==> config.mk <==
export PLATFORM = sky130hd
export DESIGN_NAME = sirv_gnrl_vr_fifo
export DESIGN_NICKNAME = d
export VERILOG_FILES = /design/src/rtl/sirv_gnrl_vr_fifo_pkg.sv /design/src/rtl/sirv_gnrl_dffs.sv /design/src/rtl/sirv_gnrl_vr_fifo.sv
export SDC_FILE = /design/constraint.sdc
export NUM_CORES = 1
export LEC_CHECK = 0
export ABC_AREA = 1
export CORE_MARGIN = 5
export CORE_UTILIZATION = 37
export DETAILED_ROUTE_END_ITERATION = 10
export SYNTH_ARGS = -nofsm -noshare
export SYNTH_HDL_FRONTEND = slang
export SYNTH_SLANG_ARGS = --single-unit
==> constraint.sdc <==
create_clock -name clk -period 5.26 [get_ports clk]
set_input_delay 1.315 -clock clk [delete_from_list [all_inputs] [get_ports clk]]
set_output_delay 1.315 -clock clk [all_outputs]
set_load 0.02 [all_outputs]
==> src/rtl/sirv_gnrl_vr_fifo_pkg.sv <==
// Shared sizing helpers and legal-depth limits for the valid/ready FIFO.
package sirv_gnrl_vr_fifo_pkg;

    localparam int unsigned DP_MIN = 1;
    localparam int unsigned DP_MAX = 64;

    // Pointer width never collapses to zero bits, even for a single-entry FIFO.
    function automatic int unsigned ptr_width(input int unsigned dp);
        return (dp <= 1) ? 1 : $clog2(dp);
    endfunction

    function automatic int unsigned cnt_width(input int unsigned dp);
        return $clog2(dp + 1);
    endfunction

endpackage

==> src/rtl/sirv_gnrl_dffs.sv <==
// Codebase flop primitives: load-enable with reset-to-0, and load-enable without reset.
module sirv_gnrl_dfflr #(
    parameter int unsigned DW = 32
) (
    input  logic          lden,
    input  logic [DW-1:0] dnxt,
    output logic [DW-1:0] qout,
    input  logic          clk,
    input  logic          rst_n
);

    // rst_n is active-high in this codebase
    always_ff @(posedge clk or posedge rst_n) begin
        if (rst_n) begin
            qout <= '0;
        end else if (lden) begin
            qout <= dnxt;
        end
    end

endmodule

module sirv_gnrl_dffl #(
    parameter int unsigned DW = 32
) (
    input  logic          lden,
    input  logic [DW-1:0] dnxt,
    output logic [DW-1:0] qout,
    input  logic          clk
);

    always_ff @(posedge clk) begin
        if (lden) begin
            qout <= dnxt;
        end
    end

endmodule

==> src/rtl/sirv_gnrl_vr_fifo.sv <==
// Synchronous valid/ready FIFO: push on i_vld&i_rdy, pop on o_vld&o_rdy, no write-to-read bypass.
module sirv_gnrl_vr_fifo
    import sirv_gnrl_vr_fifo_pkg::*;
#(
    parameter int unsigned DP        = 4,
    parameter int unsigned DW        = 32,
    parameter bit          CUT_READY = 1'b0,
    parameter bit          MSKO      = 1'b0
) (
    input  logic                        clk,
    input  logic                        rst_n,
    input  logic                        i_vld,
    output logic                        i_rdy,
    input  logic [DW-1:0]               i_dat,
    output logic                        o_vld,
    input  logic                        o_rdy,
    output logic [DW-1:0]               o_dat,
    output logic [cnt_width(DP)-1:0]    cnt,
    output logic                        full,
    output logic                        empty
);

    localparam int unsigned PW = ptr_width(DP);
    localparam int unsigned CW = cnt_width(DP);

    logic [PW-1:0] wptr_r;
    logic [PW-1:0] wptr_nxt;
    logic [PW-1:0] rptr_r;
    logic [PW-1:0] rptr_nxt;
    logic [CW-1:0] cnt_r;
    logic [CW-1:0] cnt_nxt;
    logic          push;
    logic          pop;
    logic          cnt_ld;
    logic [DW-1:0] mem [DP];

    assign full  = (cnt_r == CW'(DP));
    assign empty = (cnt_r == '0);
    assign o_vld = ~empty;
    assign cnt   = cnt_r;

    // CUT_READY=1 removes the o_rdy -> i_rdy path at the cost of no push-while-full
    assign i_rdy = CUT_READY ? ~full : (~full | o_rdy);

    assign push   = i_vld & i_rdy;
    assign pop    = o_vld & o_rdy;
    assign cnt_ld = push ^ pop;

    always_comb begin
        wptr_nxt = (wptr_r == PW'(DP - 1)) ? '0 : wptr_r + PW'(1);
        rptr_nxt = (rptr_r == PW'(DP - 1)) ? '0 : rptr_r + PW'(1);
        cnt_nxt  = push ? cnt_r + CW'(1) : cnt_r - CW'(1);
    end

    sirv_gnrl_dfflr #(.DW(PW)) u_wptr (
        .lden (push),
        .dnxt (wptr_nxt),
        .qout (wptr_r),
        .clk  (clk),
        .rst_n(rst_n)
    );

    sirv_gnrl_dfflr #(.DW(PW)) u_rptr (
        .lden (pop),
        .dnxt (rptr_nxt),
        .qout (rptr_r),
        .clk  (clk),
        .rst_n(rst_n)
    );

    sirv_gnrl_dfflr #(.DW(CW)) u_cnt (
        .lden (cnt_ld),
        .dnxt (cnt_nxt),
        .qout (cnt_r),
        .clk  (clk),
        .rst_n(rst_n)
    );

    // Storage is never reset; occupancy alone decides what is reachable
    for (genvar i = 0; i < DP; i++) begin : g_mem
        sirv_gnrl_dffl #(.DW(DW)) u_ent (
            .lden (push && (wptr_r == PW'(i))),
            .dnxt (i_dat),
            .qout (mem[i]),
            .clk  (clk)
        );
    end

    assign o_dat = (MSKO && !o_vld) ? '0 : mem[rptr_r];

    a_dp_range: assert property (@(posedge clk) (DP >= DP_MIN) && (DP <= DP_MAX));
    a_cnt_max:  assert property (@(posedge clk) disable iff (rst_n) cnt_r <= CW'(DP));
    a_wptr_rng: assert property (@(posedge clk) disable iff (rst_n)
                                 {1'b0, wptr_r} < (PW + 1)'(DP));
    a_rptr_rng: assert property (@(posedge clk) disable iff (rst_n)
                                 {1'b0, rptr_r} < (PW + 1)'(DP));
    a_no_ovf:   assert property (@(posedge clk) disable iff (rst_n) !(push && full && !pop));

endmodule

==> impl_results.md <==
* Status: finished, final reports clean
* Via Count at 3159
* Crit path max fanout at 65
* Vias per cell at 4.944
* Met3 Routed Length at 652 um
* Synth area leader: edfxtp_1
* Yosys top cell area share at 73.79%
* Synth Flop Type: edfxtp_1
* Async S/R FF share, synth at 5.185%
* Gpl congestion at 0.7618
* Post-CTS sizing at 0
* Final setup viols at 0
* Synth Instances at 370
* Grt ovf at 0
* Critical path class: reg2out
* Worst EP required at 3.94 ns
* Slew Viols, Final at 0
* Total power at 4.315 mW
* Final hold vios at 0
* Clock Tree Buf Depth at 2
* Antenna viol nets, final at 0
* H-tree levels at 4
* Total CTS buffers at 17
* Hold Crit Depth at 2
* Non-Filler Instances at 639
* Synth cell count leaders: edfxtp_1 (128), nor2_1 (72), o21ai_0 (61), o22ai_1 (32), inv_1 (15)
* Worst-case vdd ir drop at 0.0003873 V
* CP arrival at 2.69 ns
* First-pass GRT wire length at 16770 um
* DRT Wirelength at 10750 um
* Layout cells sized above 1 at 9.368%
* Post-CTS Setup Inserts at 0
* Most frequent cell after synthesis: edfxtp_1
* Pin count of the biggest net entering global routing at 67
* Antenna Diode Count at 0
* Hold_sp: u_wptr.qout[1]
* Top cells by area, synth: edfxtp_1 (74%), o21ai_0 (5.9%), nor2_1 (5.2%), o22ai_1 (3.8%), dfrtp_1 (3.4%)
* Crit end category: output pin
* Max_cap viols at 0
* R2r worst-path depth at 4
* Mapped cell area at 5209 um^2
* Inst Count DP at 607
* Chip height at 128.7 um
* CP Launch Type: register
* R2R Path End: g_mem[3].u_ent.qout[17]
* Leak at 2.288 nW
* Synth Net Count at 412
* Met1 wire length at 4539 um
* Num ports at 75
* Total core area at 13830 um^2
* Unrepaired setup endpoints after global routing: no
* Slew HR at 23.29%
* Setup TNS at 0 ns
* Initial antenna violation count at 0
* Minimum clock period after layout at 4.005 ns
* Rows at 43
* Drt first pass iters at 4
* Yosys warns at 0
* Syn Area/Cell at 14.08 um^2
* CTS Root Cell: clkbuf_16
* #FFs+latches synth at 135
* IO Port Bufs at 74
* Routed length per placed instance at 16.82 um
* Starting Density at 37.67%
* Hold Path End: u_wptr.qout[1]
* Top layer in use: met4
* Hold-fix buffers at CTS at 0
* WL met2 at 5435 um
* Worst-path clk slew at 0.05 ns
* EDFF count, synth at 128
* Die Area at 16550 um^2
* DP HPWL at 5920 um
* Vias in the first global route at 3118
* Period Utilization, post-route at 76.15%
* Layout area overhead at 29.26%
* DRC at 0
* Worst Tran Pin Value at 1.148 ns
* Die width at 128.7 um
* Final net count at 488
* R2R Path Start: u_cnt.qout[0]
* Fmax at 249.7 MHz
* Total clock sinks at 135
* Synth unique cells at 25
* PwrDens at 640.9 nW/um^2
* R2R setup slack at 3.04 ns
* Clock Skew at 0.008332 ns
* CTS tree: yes
* Sequential area share after synthesis at 77.16%
* Clock latency on the worst-skew pair at 0.40 ns
* Initial DRC count at 312
* GRT Util Overall at 13.44%
* HP Class: reg2reg
==> through the flow <==
step                area (um^2)  hold slack [ns]  setup WS [ns]  util [%]
detailed placement         6112           0.5946          1.270     44.20
floorplan                  5209           0.5566          1.702         -
finish                     6733           0.5996          1.255     48.69
global placement           6112           0.5863          1.282     44.20
CTS                        6733           0.6019          1.176     48.69
global route               6733           0.6339          1.082     48.69
==> flip-flops by register name, summed over array words and instances (netlist names) <==
signal            flops
g_mem.u_ent.qout    128
u_cnt.qout            3
u_rptr.qout           2
u_wptr.qout           2
==> power breakdown <==
part	internal, mW	switching [mW]	leakage [nW]
combinational	0.605	0.991	0.736
clock	0.837	0.402	0.300
sequential	1.42	0.0603	1.25
total	2.86	1.45	2.29
==> logic make-up (layout without fill, tap and decap cells) <==
group	after synthesis	count (layout)	synth area share, %
AO/OA/AOI/OAI	104	104	10.88
buffers and inverters	36	125	3.387
flip-flops	135	135	77.16
AND/OR/NAND/NOR	89	89	6.990
adder cells (fa/ha/maj)	6	6	1.585
==> placed cells by master (no fill, tap or decap) <==
cell type	Yosys	routed
o21ai_1	4	4
nor3_1	1	1
o21ai_2	1	1
or2_2	1	1
dfrtp_2	0	1
o211ai_1	1	1
clkinv_2	0	3
nand3_1	2	2
fa_1	1	1
clkbuf_16	0	17
nor2_2	1	1
clkinvlp_4	0	1
o21ai_0	61	61
nor2_1	72	68
a21oi_1	5	5
dfrtp_1	7	6
nand2_1	7	7
nand2_4	1	1
o22ai_1	32	32
nor2_4	0	4
clkinv_1	0	1
nand3_2	1	1
ha_1	5	5
edfxtp_1	128	128
nand2_2	3	3
clkdlybuf4s50_1	0	74
clkbuf_1	10	5
buf_4	4	3
inv_1	15	15
bufinv_16	0	5
inv_2	1	1
==> cell type report <==
| cell class | count | area, um^2 |
|---|---|---|
| fill | 1182 | 7094 |
| sequential | 135 | 4020 |
| multi-input combinational | 199 | 1044 |
| timing repair buffer | 77 | 763.2 |
| clock buffer | 22 | 444.2 |
| tap | 180 | 225.2 |
| clock inverter | 10 | 176.4 |
| inverter | 16 | 60.06 |
==> metal layers <==
layer	vias to the layer above	global-route usage [%]
li1	1518	-
met1	1539	16.76
met2	92	22.26
met3	10	4.027
met4	0	4.818
met5	-	0
==> worst max path at each step <==
stage / to / slack, ns / startpoint
final: o_dat[2] / 1.25 / u_rptr.qout[0]
after global placement: i_rdy / 1.28 / o_rdy
after floorplan: g_mem[0].u_ent.qout[0] / 1.70 / o_rdy
after detailed placement: i_rdy / 1.27 / o_rdy
after global routing: o_dat[2] / 1.08 / u_rptr.qout[0]
after CTS: o_dat[2] / 1.18 / u_rptr.qout[0]
==> worst max-delay path, cell delays in order (launching register included) <==
cell and delay (ns):
dfrtp_2 0.40, inv_2 0.78, o21ai_0 0.20, o22ai_1 0.24, clkdlybuf4s50_1 0.65
Note: power is estimated with default switching activity, not from simulation.
